--- config.mk ---
export PLATFORM = sky130hd
export DESIGN_NAME = hilo_muldiv
export DESIGN_NICKNAME = d
export VERILOG_FILES = /design/src/rtl/muldiv_pkg.sv /design/src/rtl/hilo_divider.sv /design/src/rtl/hilo_muldiv.sv
export SDC_FILE = /design/constraint.sdc
export NUM_CORES = 1
export LEC_CHECK = 0
export ABC_AREA = 1
export ABC_CLOCK_PERIOD_IN_PS = 9460
export BUFFER_PORTS_ARGS = -buffer_cell sky130_fd_sc_hd__buf_2
export CAP_MARGIN = 25
export CORE_MARGIN = 2
export CORE_UTILIZATION = 35
export CTS_CLUSTER_DIAMETER = 30
export DETAILED_ROUTE_END_ITERATION = 7
export GPL_ROUTABILITY_DRIVEN = 0
export SYNTH_ARGS = -nofsm -noshare
export SYNTH_HDL_FRONTEND = slang
export SYNTH_SLANG_ARGS = --single-unit
--- constraint.sdc ---
create_clock -name clk -period 9.46 [get_ports clk]
set_input_delay 0.946 -clock clk [delete_from_list [all_inputs] [get_ports clk]]
set_output_delay 0.946 -clock clk [all_outputs]
set_load 0.005 [all_outputs]
--- src/rtl/muldiv_pkg.sv ---
`default_nettype none
// ============================================================================
// Module : muldiv_pkg
// Brief  : Shared operation encodings, FSM states and helpers for hilo_muldiv.
// Rev    : 1.0  initial release
// ============================================================================
package muldiv_pkg;

    localparam logic [1:0] MD_MULT  = 2'd0;
    localparam logic [1:0] MD_MULTU = 2'd1;
    localparam logic [1:0] MD_DIV   = 2'd2;
    localparam logic [1:0] MD_DIVU  = 2'd3;

    localparam int MD_ITER  = 32;
    localparam int MD_CNT_W = 6;

    typedef enum logic [1:0] {
        ST_IDLE = 2'd0,
        ST_RUN  = 2'd1,
        ST_DONE = 2'd2
    } md_state_t;

    // Magnitude of a 32-bit operand; 0x80000000 maps to itself, read as unsigned.
    function automatic logic [31:0] md_mag(input logic [31:0] v, input logic is_signed);
        return (is_signed && v[31]) ? (~v + 32'd1) : v;
    endfunction

endpackage
`default_nettype wire

--- src/rtl/hilo_divider.sv ---
`default_nettype none
// ============================================================================
// Module : hilo_divider
// Brief  : 32-step restoring divider over operand magnitudes with sign fix-up
//          and MIPS-style divide-by-zero result. Used when MULDIV_DIV_EN is set.
// Rev    : 1.0  initial release
// ============================================================================
module hilo_divider
    import muldiv_pkg::*;
(
    input  logic        clk,
    input  logic        rst,
    input  logic        load,
    input  logic        step,
    input  logic [31:0] a,
    input  logic [31:0] b,
    input  logic        is_signed,
    output logic [31:0] quotient,
    output logic [31:0] remainder
);

    logic [31:0] rem;
    logic [31:0] quo;
    logic [31:0] dvsr;
    logic [31:0] dividend;
    logic        neg_q;
    logic        neg_r;
    logic        div_zero;

    logic [32:0] shifted;
    logic [32:0] trial;

    assign shifted = {rem, quo[31]};
    assign trial   = shifted - {1'b0, dvsr};

    always_ff @(posedge clk or posedge rst) begin
        if (rst) begin
            rem      <= '0;
            quo      <= '0;
            dvsr     <= '0;
            dividend <= '0;
            neg_q    <= 1'b0;
            neg_r    <= 1'b0;
            div_zero <= 1'b0;
        end else if (load) begin
            rem      <= '0;
            quo      <= md_mag(a, is_signed);
            dvsr     <= md_mag(b, is_signed);
            dividend <= a;
            neg_q    <= is_signed && (a[31] ^ b[31]);
            neg_r    <= is_signed && a[31];
            div_zero <= (b == 32'd0);
        end else if (step) begin
            // A clear borrow bit means the divisor fits into the partial remainder.
            if (!trial[32]) begin
                rem <= trial[31:0];
                quo <= {quo[30:0], 1'b1};
            end else begin
                rem <= shifted[31:0];
                quo <= {quo[30:0], 1'b0};
            end
        end
    end

    always_comb begin
        quotient  = neg_q ? (~quo + 32'd1) : quo;
        remainder = neg_r ? (~rem + 32'd1) : rem;
        if (div_zero) begin
            quotient  = 32'hFFFF_FFFF;
            remainder = dividend;
        end
    end

endmodule
`default_nettype wire

--- src/rtl/hilo_muldiv.sv ---
`default_nettype none
// ============================================================================
// Module : hilo_muldiv
// Brief  : Iterative HI/LO multiply/divide unit with fixed 33-cycle latency.
//          Divider included only when MULDIV_DIV_EN is defined.
// Rev    : 1.0  initial release
// ============================================================================
module hilo_muldiv
    import muldiv_pkg::*;
(
    input  logic        clk,
    input  logic        rst,
    input  logic        start,
    input  logic [1:0]  op,
    input  logic [31:0] a,
    input  logic [31:0] b,
    input  logic        cancel,
    input  logic        wr_hi,
    input  logic        wr_lo,
    input  logic [31:0] wdata,
    output logic        busy,
    output logic        done,
    output logic [63:0] hilo
);

    localparam logic [MD_CNT_W-1:0] ITER_CNT = MD_CNT_W'(MD_ITER);

    md_state_t          state;
    md_state_t          state_nxt;
    logic [MD_CNT_W-1:0] cnt;
    logic               run_div;

    logic [31:0] hi;
    logic [31:0] lo;

    logic [63:0] mcand;
    logic [31:0] mplier;
    logic [63:0] acc;
    logic        mul_neg;
    logic [63:0] mul_res;

    logic        accept;
    logic        start_div;
    logic        iter_active;
    logic        last_cycle;
    logic        finish;
    logic [63:0] result;

    assign accept      = (state == ST_IDLE) && start && !cancel;
    assign start_div   = op[1];
    assign iter_active = (state == ST_RUN) && (cnt != ITER_CNT);
    assign last_cycle  = (state == ST_RUN) && (cnt == ITER_CNT);
    assign finish      = last_cycle && !cancel;

    always_ff @(posedge clk or posedge rst) begin
        if (rst) begin
            state <= ST_IDLE;
        end else begin
            state <= state_nxt;
        end
    end

    always_comb begin
        state_nxt = state;
        case (state)
            ST_IDLE: begin
                if (accept) begin
`ifdef MULDIV_DIV_EN
                    state_nxt = ST_RUN;
`else
                    state_nxt = start_div ? ST_DONE : ST_RUN;
`endif
                end
            end
            ST_RUN: begin
                if (cancel) begin
                    state_nxt = ST_IDLE;
                end else if (last_cycle) begin
                    state_nxt = ST_DONE;
                end
            end
            ST_DONE: state_nxt = ST_IDLE;
            default: state_nxt = ST_IDLE;
        endcase
    end

    // Iteration counter and inline shift-add multiplier.
    always_ff @(posedge clk or posedge rst) begin
        if (rst) begin
            cnt     <= '0;
            run_div <= 1'b0;
            mcand   <= '0;
            mplier  <= '0;
            acc     <= '0;
            mul_neg <= 1'b0;
        end else if (accept) begin
            cnt     <= '0;
            run_div <= start_div;
            mcand   <= {32'd0, md_mag(a, op == MD_MULT)};
            mplier  <= md_mag(b, op == MD_MULT);
            acc     <= '0;
            mul_neg <= (op == MD_MULT) && (a[31] ^ b[31]);
        end else if (iter_active) begin
            cnt <= cnt + 1'b1;
            if (!run_div) begin
                if (mplier[0]) begin
                    acc <= acc + mcand;
                end
                mcand  <= {mcand[62:0], 1'b0};
                mplier <= {1'b0, mplier[31:1]};
            end
        end
    end

    assign mul_res = mul_neg ? (~acc + 64'd1) : acc;

`ifdef MULDIV_DIV_EN
    logic [31:0] div_quo;
    logic [31:0] div_rem;

    hilo_divider u_divider (
        .clk       (clk),
        .rst       (rst),
        .load      (accept && start_div),
        .step      (iter_active && run_div),
        .a         (a),
        .b         (b),
        .is_signed (op == MD_DIV),
        .quotient  (div_quo),
        .remainder (div_rem)
    );

    assign result = run_div ? {div_rem, div_quo} : mul_res;
`else
    assign result = mul_res;
`endif

    // Completion is written last so it overrides a same-edge mthi/mtlo.
    always_ff @(posedge clk or posedge rst) begin
        if (rst) begin
            hi <= '0;
            lo <= '0;
        end else begin
            if (wr_hi) begin
                hi <= wdata;
            end
            if (wr_lo) begin
                lo <= wdata;
            end
            if (finish) begin
                hi <= result[63:32];
                lo <= result[31:0];
            end
        end
    end

    assign hilo = {hi, lo};
    assign busy = (state != ST_IDLE);
    assign done = (state == ST_DONE);

endmodule
`default_nettype wire

==> flow_metrics.tcl, run 1 <==
set metrics [dict create \
    crit_type "reg -> reg" \
    layout_common_cells "nand2_1 (1142), inv_1 (511), nand3_1 (309)" \
    die_w_microns 239 \
    cts_tree "done" \
    fillers 5957 \
    synthCells 3230 \
    hold_path.class "in -> async" \
    r2r_cells 12 \
    routed_wl_mm 68.6 \
    antenna_found_initial 0 \
    dr.max_layer_used "met4" \
    rows 86 \
    period_needed_ps 4810 \
    cellPowerDensity_nw_per_um2 283 \
    worst_skew_pair.late_latency_ps 620 \
    grt_pass1_wl_mm 108 \
    die_y_microns 239 \
    finalPower_mw 6.51 \
    wl_per_cell_microns 16.6 \
    crit_path_end_kind "flip-flop" \
    cts.sinks 234 \
    grt_max_degree 115 \
    switchingPower_mw 2.84 \
    final_nets 3555 \
    cts-root-buf "clkbuf_16" \
    arrival_ps 5310 \
    ys_types 44 \
    synth_seq_cells 234 \
    p_int_mw 3.67 \
    switching_share_pct 43.6 \
    num_antenna_cells 0 \
    rsz0062_at_grt "no" \
    leakage_nw 12.4 \
    io_pins 170 \
    wl_met1_mm 30.4 \
    r2r_slack_ps 4650 \
    die-area_sq_um 57200 \
    dr_total_vias 20900 \
    drv_cap 0 \
    hold_viol_final 0 \
    netlist_area_sq_um 19400 \
    area_delta_synth_final_pct 18.8 \
    synth_top_area_share_pct 30.2 \
    start_util_pct 35.3 \
    hold_buffers 0 \
    reg2reg_to "acc[27]" \
    multi_input_area_sq_um 11200 \
    hpwl_mm 53.3 \
    fin_crit_sh_pct 50.9 \
    fmax_mhz 208 \
    clockPowerShare_pct 33.3 \
    status "finished clean" \
    ctsResizeCount 0 \
    drive_gt1_share_pct 9.36 \
    yosysSeqAreaShare_pct 30.2 \
    synth_area_leaders "dfrtp_1 (30%), nand2_1 (22%), inv_1 (9.9%), nand3_1 (8.0%), nor2_1 (5.9%)" \
    comb_power_share_pct 42.3 \
    htreeDepth 2 \
    drt-initial-drc-count 1567 \
    core_sq_um 54900 \
    drc 0 \
    max-clock-path-buffers 3 \
    relSlewSlack_pct 32.8 \
    cp_data_required_time_ps 9960 \
    fin_setup_tns_ps 0 \
    critPathCapture "acc[27]" \
    avgSynthCellArea_sq_um 5.99 \
    seqCellArea_sq_um 5860 \
    vdd_drop_max_mv 0.150 \
    vias_per_cell 5.07 \
    crit_fanout 79 \
    grt_usage_pct 24.1 \
    r2r-start "state[0]" \
    setup_viol 0 \
    dr_wl_met2_mm 29.9 \
    yosysWarnings 0 \
    pwr-share-seq_pct 24.4 \
    tightest_slew_ps 1010 \
    slew_viol_final 0 \
    synth_nets 3403 \
    overflow 0 \
    grt_pass1_vias 19700 \
    cts_buffers 58 \
    ant_nets 0 \
    yosys.area.top_type "dfrtp_1" \
    worstSetupStartpoint "state[0]" \
    portBuffers 169 \
    path_clk_slew_ps 50 \
    final_common_cell "nand2_1" \
    dr.pass1.iters 7 \
    post_cts_buffers 0 \
    skew_ps 40.1 \
    dr_wl_met3_mm 4.73 \
    cp-start-kind "flip-flop" \
]
==> metrics by stage <==
step	hold WS [ps]	cells	setup slack [ps]	instance area, sq um	utilization, %
floorplan	444	3230	2100	19400	-
global placement	465	4025	4190	20800	38.0
detailed placement	465	4025	4050	20800	38.0
CTS	478	4131	4620	23000	41.9
global route	502	4132	4140	23000	41.9
finish	432	4132	4650	23000	41.9
==> cell type report <==
cell class / instances / share of cell area, %
clock buffer: 72 / 6.93
multi-input combinational: 2387 / 48.7
clock inverter: 34 / 2.37
inverter: 518 / 8.49
timing repair buffer: 183 / 4.22
tap: 704 / 3.83
sequential: 234 / 25.5
==> logic make-up (layout without fill, tap and decap cells) <==
group           Yosys count  after routing  share of synthesized area (%)
simple gates           1862           1862                           39.5
buf+inv                 609            807                           12.0
compound gates          413            413                           11.9
flops                   234            234                           30.2
fa+ha+maj                69             69                           4.50
xor+xnor                 43             43                           1.95
==> cells in the mapped netlist, drive strengths merged <==
cell type     n
a21o          1
a21oi       140
a22oi         6
a31oi         3
and3          2
buf          30
clkbuf       61
clkinv        2
dfrtp       234
fa            1
ha           68
inv         516
nand2      1144
nand3       310
nand3b        6
nand4        43
nor2        310
nor3         25
nor3b         1
nor4          5
o2111ai       2
o211ai       29
o21a          1
o21ai       184
o21bai       16
o221a         1
o221ai       13
o22ai        12
o311ai        1
o31ai         3
o32ai         1
or2          16
xnor2        11
xor2         32
==> state kept, by name, indices dropped and copies added, names as in the netlist <==
register,flops
acc,64
cnt,6
hi,32
lo,32
mcand,64
mplier,32
mul_neg,1
run_div,1
state,2
==> worst max-delay path, stage by stage, from the launching register on <==
cell and delay (ps):
dfrtp_1 380, nor2_1 130, inv_2 80, nor3_4 100, buf_4 660, clkinv_2 600, nand2_1 310, nand2_4 250
clkinv_2 550, nand3_4 400, inv_2 850, nand3_1 180, o21ai_0 140
==> power groups by stage <==
stage	clock network, mW	registers, mW	logic (mW)
finish	2.17	1.58	2.75
global route	2.25	1.61	3.13
CTS	2.19	1.57	2.71
detailed placement	0	1.59	2.70
global placement	0	1.58	2.69
floorplan	0	1.45	1.98
==> worst min-delay path by stage <==
stage	from	endpoint	slack, ps
finish	rst	mcand[1]	430
floorplan	mplier[20]	mplier[20]	440
detailed placement	mplier[20]	mplier[20]	460
global placement	mplier[28]	mplier[28]	470
CTS	rst	mcand[1]	480
global route	rst	mcand[0]	500
==> per-layer routing <==
metal / vias to the layer above / global-route usage, %
met2: 738 / 38.4
met4: 0 / 12.0
met3: 170 / 3.81
li1: 10600 / -
met1: 9466 / 31.8
met5: - / 0
No activity file was read; power rests on OpenSTA's default activity.
==> inputs of run 2 (changes only) <==
Settings changed: ABC_AREA 1 to 0, ABC_CLOCK_PERIOD_IN_PS 9460 to 5000.
Clock period 9.46 ns to 5 ns, I/O delays scaled along.
==> flow_metrics.tcl, run 2 <==
set metrics [dict create \
    yosys.area.top_type "dfrtp_1" \
    yosysSeqAreaShare_pct 36.9 \
    dr_total_vias 14600 \
    synthCells 1943 \
    worstSetupStartpoint "acc[0]" \
    crit_fanout 6 \
    drt-initial-drc-count 827 \
    fmax_mhz 239 \
    crit_family "compound AO/OA/AOI/OAI gates" \
    avgSynthCellArea_sq_um 8.17 \
    vias_per_cell 5.31 \
    synthArstFlopShare_pct 100 \
    rsz0062_at_grt "no" \
    cp-start-kind "flip-flop" \
    relSlewSlack_pct 35.8 \
    die-area_sq_um 47100 \
    timing.hold.ws_ps 141 \
    crit_chain "ha_1, fa_1, a21o_1, a221oi_1, o31ai_1, a31oi_1, o211ai_2, a21oi_1, o21ai_2, a31oi_1, o31a_1, xor2_1, o21ai_1" \
    drc 0 \
    cts_buffers 66 \
    antenna_found_initial 11 \
    synth_seq_cells 234 \
    tightest_slew_ps 963 \
    core_sq_um 45100 \
    path_clk_slew_ps 40 \
    status "finished clean" \
    period_needed_ps 4180 \
    fin_setup_tns_ps 0 \
    grt_max_degree 166 \
    crit_path_end_kind "flip-flop" \
    crit_path_max_incr_delay_ps 500 \
    synth_top_area_share_pct 36.9 \
    rows 78 \
    ant_nets 0 \
    hold_buffers 0 \
    max-clock-path-buffers 3 \
    cts.sinks 234 \
    netlist_area_sq_um 15900 \
    netlist_top_cells_count "nand2_1 (298), dfrtp_1 (234), a21oi_1 (215)" \
    final_common_cell "nand2_1" \
    path_common_cell "a31oi_1" \
    hpwl_mm 33.5 \
    final_cells 2742 \
    overflow 0 \
    layout_common_cells "nand2_1 (298), dfrtp_1 (233), a21oi_1 (215)" \
    portBuffers 169 \
    cp_data_required_time_ps 5390 \
    reg_top3 "acc: 64 flops, mcand: 64 flops" \
    synth_area_leaders "dfrtp_1 (37%), nand2_1 (7.0%), a21oi_1 (6.8%), o21ai_0 (5.9%), xnor2_1 (5.8%)" \
    dr.pass1.iters 5 \
    seqCellArea_sq_um 5860 \
    drive_gt1_share_pct 15.1 \
    die_y_microns 217 \
    skew_ps 15.9 \
    dp.cells 2616 \
    stdcell_area_sq_um 19600 \
    cts-root-buf "clkbuf_16" \
    cellPowerDensity_nw_per_um2 504 \
    htreeDepth 3 \
    hold_viol_final 0 \
    synth_nets 2116 \
    post_cts_buffers 0 \
    final_nets 2258 \
    yosysWarnings 0 \
    crit_slowest_cell "a221oi_1" \
    grt_usage_pct 19.2 \
    finalPower_mw 9.86 \
    critPathCapture "acc[60]" \
    fin_crit_sh_pct 83.6 \
    path_buf_inv 0 \
    io_pins 170 \
    hold_path.class "in -> reg" \
    crit_type "reg -> reg" \
    synthFlopType "dfrtp_1" \
    cts_tree "done" \
    arrival_ps 4570 \
    wl_per_cell_microns 16.5 \
    r2r_cells 13 \
    ys_types 70 \
    drv_cap 0 \
    r2r_slack_ps 820 \
    area_delta_synth_final_pct 23.3 \
    setup_viol 0 \
    grt_pass1_vias 13900 \
    die_w_microns 217 \
    start_util_pct 35.2 \
    ctsResizeCount 0 \
    reg2reg_to "acc[60]" \
    worst_skew_pair.late_latency_ps 550 \
    vdd_drop_max_mv 0.214 \
    multi_input_area_sq_um 9550 \
    synth.most_common_cell "nand2_1" \
    fillers 4409 \
    leakage_nw 9.00 \
    grt_pass1_wl_mm 73.7 \
    routed_wl_mm 45.2 \
    synth-edff-count 0 \
    cp.depth 13 \
    placed_cell_area_sq_um 17200 \
    r2r-start "acc[0]" \
    slew_viol_final 0 \
]
## run 2: changes by cell type in the layout (fill, tap and decap cells not counted), moves of 39 or more
cell     previous run  this run
inv_1             511        29
nand3_1           309        59
xnor2_1            11       105
nand2_1          1142       298
mux2i_1             0        64
nor2_1            302       179
xor2_1             32        71
a21oi_1           140       215
o31ai_1             3        43
## run 2: per-stage QoR
stage | setup slack [ps] | utilization, %
after floorplan | 1440 | -
after global placement | 1080 | 38.2
after detailed placement | 885 | 38.2
after CTS | 888 | 43.3
after global routing | 508 | 43.4
final | 821 | 43.4
## run 2: kinds of logic after synthesis
group | share of synthesized area (%)
fa+ha+maj | 5.49
buf+inv | 3.27
flops | 36.9
xor+xnor | 9.71
mux | 4.11
compound gates | 21.0
simple gates | 19.6
## run 2: where the power goes
part / leakage [nW] / internal (mW) / switching [mW]
logic: 4.85 / 1.11 / 1.60
clock network: 1.14 / 3.10 / 1.18
registers: 3.01 / 2.33 / 0.548
## run 2: layer usage
metal  share of wire (%)  vias to the layer above  wire [microns]  GRT usage [%]
met5                0.11                        -              51              0
met1                  48                     6838           21600           26.8
li1                    -                     7208               -              -
met2                  43                      424           19500           29.7
met3                 6.8                       78            3060           4.23
met4                 2.0                        8             918           5.84
## run 2: area by class of cell
cell class	count	share of cell area, %
multi-input cells	1571	48.8
flip-flops and latches	234	29.9
clock buffers	90	9.79
repair buffers	182	5.05
well taps	600	3.84
clock inverters	28	1.92
inverters	30	0.595
diodes	7	0.0895
## run 2: how the worst min path moves through the flow
stage / cells past startpoint / to / slack, ps / start
after floorplan: 2 / mplier[2] / 440 / mplier[2]
after global placement: 2 / mplier[2] / 460 / mplier[2]
after detailed placement: 2 / mplier[2] / 470 / mplier[2]
after CTS: 2 / state[1] / 110 / cancel
after global routing: 2 / state[1] / 130 / cancel
final: 2 / state[1] / 140 / cancel
==> inputs of run 3 (changes only) <==
Settings changed: ABC_CLOCK_PERIOD_IN_PS 5000 to 4100.
Clock period 5 ns to 4.1 ns, I/O delays scaled along.
==> flow_metrics.tcl, run 3 (synthesis results as in run 2) <==
set metrics [dict create \
    grt_pass1_vias 14100 \
    grt_usage_pct 19.7 \
    crit_path_max_incr_delay_ps 440 \
    worst_skew_pair.late_latency_ps 590 \
    antenna_found_initial 12 \
    fmax_mhz 269 \
    r2r_cells 13 \
    path_clk_slew_ps 40 \
    crit_slowest_cell "dfrtp_1" \
    core_sq_um 45100 \
    vdd_drop_max_mv 0.264 \
    arrival_ps 4160 \
    hpwl_mm 34.2 \
    wl_per_cell_microns 16.7 \
    skew_ps 33.6 \
    io_pins 170 \
    start_util_pct 35.2 \
    fillers 4440 \
    crit_type "reg -> reg" \
    cts.sinks 234 \
    path_common_cell "a21oi_1" \
    cellPowerDensity_nw_per_um2 620 \
    drc 0 \
    cp_data_required_time_ps 4550 \
    die_y_microns 217 \
    r2r-start "acc[0]" \
    post_cts_buffers 0 \
    setup_viol 0 \
    relSlewSlack_pct 34.3 \
    finalPower_mw 12.3 \
    slew_viol_final 0 \
    vias_per_cell 5.32 \
    grt_max_degree 158 \
    drive_gt1_share_pct 15.4 \
    die_w_microns 217 \
    fin_crit_sh_pct 90.6 \
    crit_chain "ha_1, fa_1, a21o_1, a221oi_2, o31ai_1, a31oi_2, o211ai_2, a21oi_1, o21ai_2, a21oi_1, a31oi_1, mux2i_1, a211o_1" \
    status "finished clean" \
    grt_pass1_wl_mm 74.7 \
    cts_tree "done" \
    final_core_util_pct 43.8 \
    period_needed_ps 3720 \
    final_common_cell "nand2_1" \
    routed_wl_mm 46.1 \
    drt-initial-drc-count 961 \
    overflow 0 \
    crit_path_end_kind "flip-flop" \
    hold_path.class "in -> reg" \
    placed_cell_area_sq_um 17300 \
    crit_family "compound AO/OA/AOI/OAI gates" \
    fin_setup_tns_ps 0 \
    final_cells 2758 \
    layout_common_cells "nand2_1 (298), dfrtp_1 (233), a21oi_1 (215)" \
    portBuffers 169 \
    final_nets 2273 \
    hold_start "cancel" \
    ant_nets 0 \
    hold_viol_final 0 \
    crit_fanout 6 \
    min_path_cells 2 \
    dp.cells 2627 \
    htreeDepth 3 \
    drv_cap 0 \
    min_to "state[1]" \
    cts_buffers 69 \
    cp-start-kind "flip-flop" \
    tightest_slew_ps 985 \
    rsz0062_at_grt "no" \
    leakage_nw 9.06 \
    stdcell_area_sq_um 19800 \
    path_buf_inv 0 \
    dr.pass1.iters 7 \
    rows 78 \
    reg_top3 "acc: 64 flops, mcand: 64 flops" \
    reg2reg_to "acc[62]" \
    area_delta_synth_final_pct 24.5 \
    max-clock-path-buffers 3 \
    die-area_sq_um 47100 \
    dr_total_vias 14700 \
    r2r_slack_ps 380 \
    cts-root-buf "clkbuf_16" \
]
## run 3: cell types whose count changed in the layout (fill, tap and decap cells not counted), moves of 2 or more
cell,delta
buf_12,+3
buf_4,+9
clkbuf_1,+8
clkbuf_16,+3
clkbuf_8,-6
clkinv_2,-11
clkinvlp_4,+4
diode_2,+2
inv_6,+2
## run 3: where the power goes
group	switching [mW]	internal (mW)	leakage (nW)
clock network	1.50	3.88	1.13
logic	1.99	1.39	4.92
registers	0.659	2.84	3.01
## run 3: area by class of cell
cell class	instances	area, sq um	share of cell area, %
antenna	9	22.5	0.114
timing repair buffer	194	1100	5.56
clock buffer	95	1940	9.81
sequential	234	5860	29.6
multi-input combinational	1571	9560	48.4
tap	600	751	3.80
clock inverter	25	414	2.10
inverter	30	116	0.589
## run 3: worst max path at each step
stage           start       to  slack [ps]  depth (start not counted)
6_report       acc[0]  acc[62]         380                         13
5_1_grt        acc[0]  acc[44]         130                         13
4_1_cts        acc[0]  acc[62]         190                         13
3_5_place_dp   acc[0]  acc[62]         220                         13
3_3_place_gp   acc[0]  acc[44]         320                         13
2_1_floorplan  acc[0]  acc[62]         620                         13
## run 3: metal layers
| metal | routed length (microns) | part of all wire, % | track usage (%) | vias to the layer above |
|---|---|---|---|---|
| met3 | 3170 | 6.9 | 4.92 | 93 |
| met5 | 57 | 0.12 | 0 | - |
| met2 | 19700 | 43 | 29.6 | 439 |
| li1 | - | - | - | 7254 |
| met1 | 22000 | 48 | 27.3 | 6875 |
| met4 | 1160 | 2.5 | 7.24 | 8 |
## run 3: metrics by stage
step	setup slack, ps	hold WS (ps)
global placement	315	432
detailed placement	219	434
floorplan	622	445
global route	131	15.7
finish	384	41.4
CTS	186	9.18
## run 3: repair_timing
item | 4_1_cts | 5_1_grt
hold buffers | 1 | 0
resized for setup | 0 | 2
hold endpoints to repair | 12 | 0
setup endpoints to repair | 0 | 6
## run 3: worst reg2reg max path: cells and delay by family, from the launching register on
family	cells	cell delay, ps
adder cells (fa/ha/maj)	2	690
multiplexers	1	140
flip-flops	1	440
AO/OA/AOI/OAI	10	2330
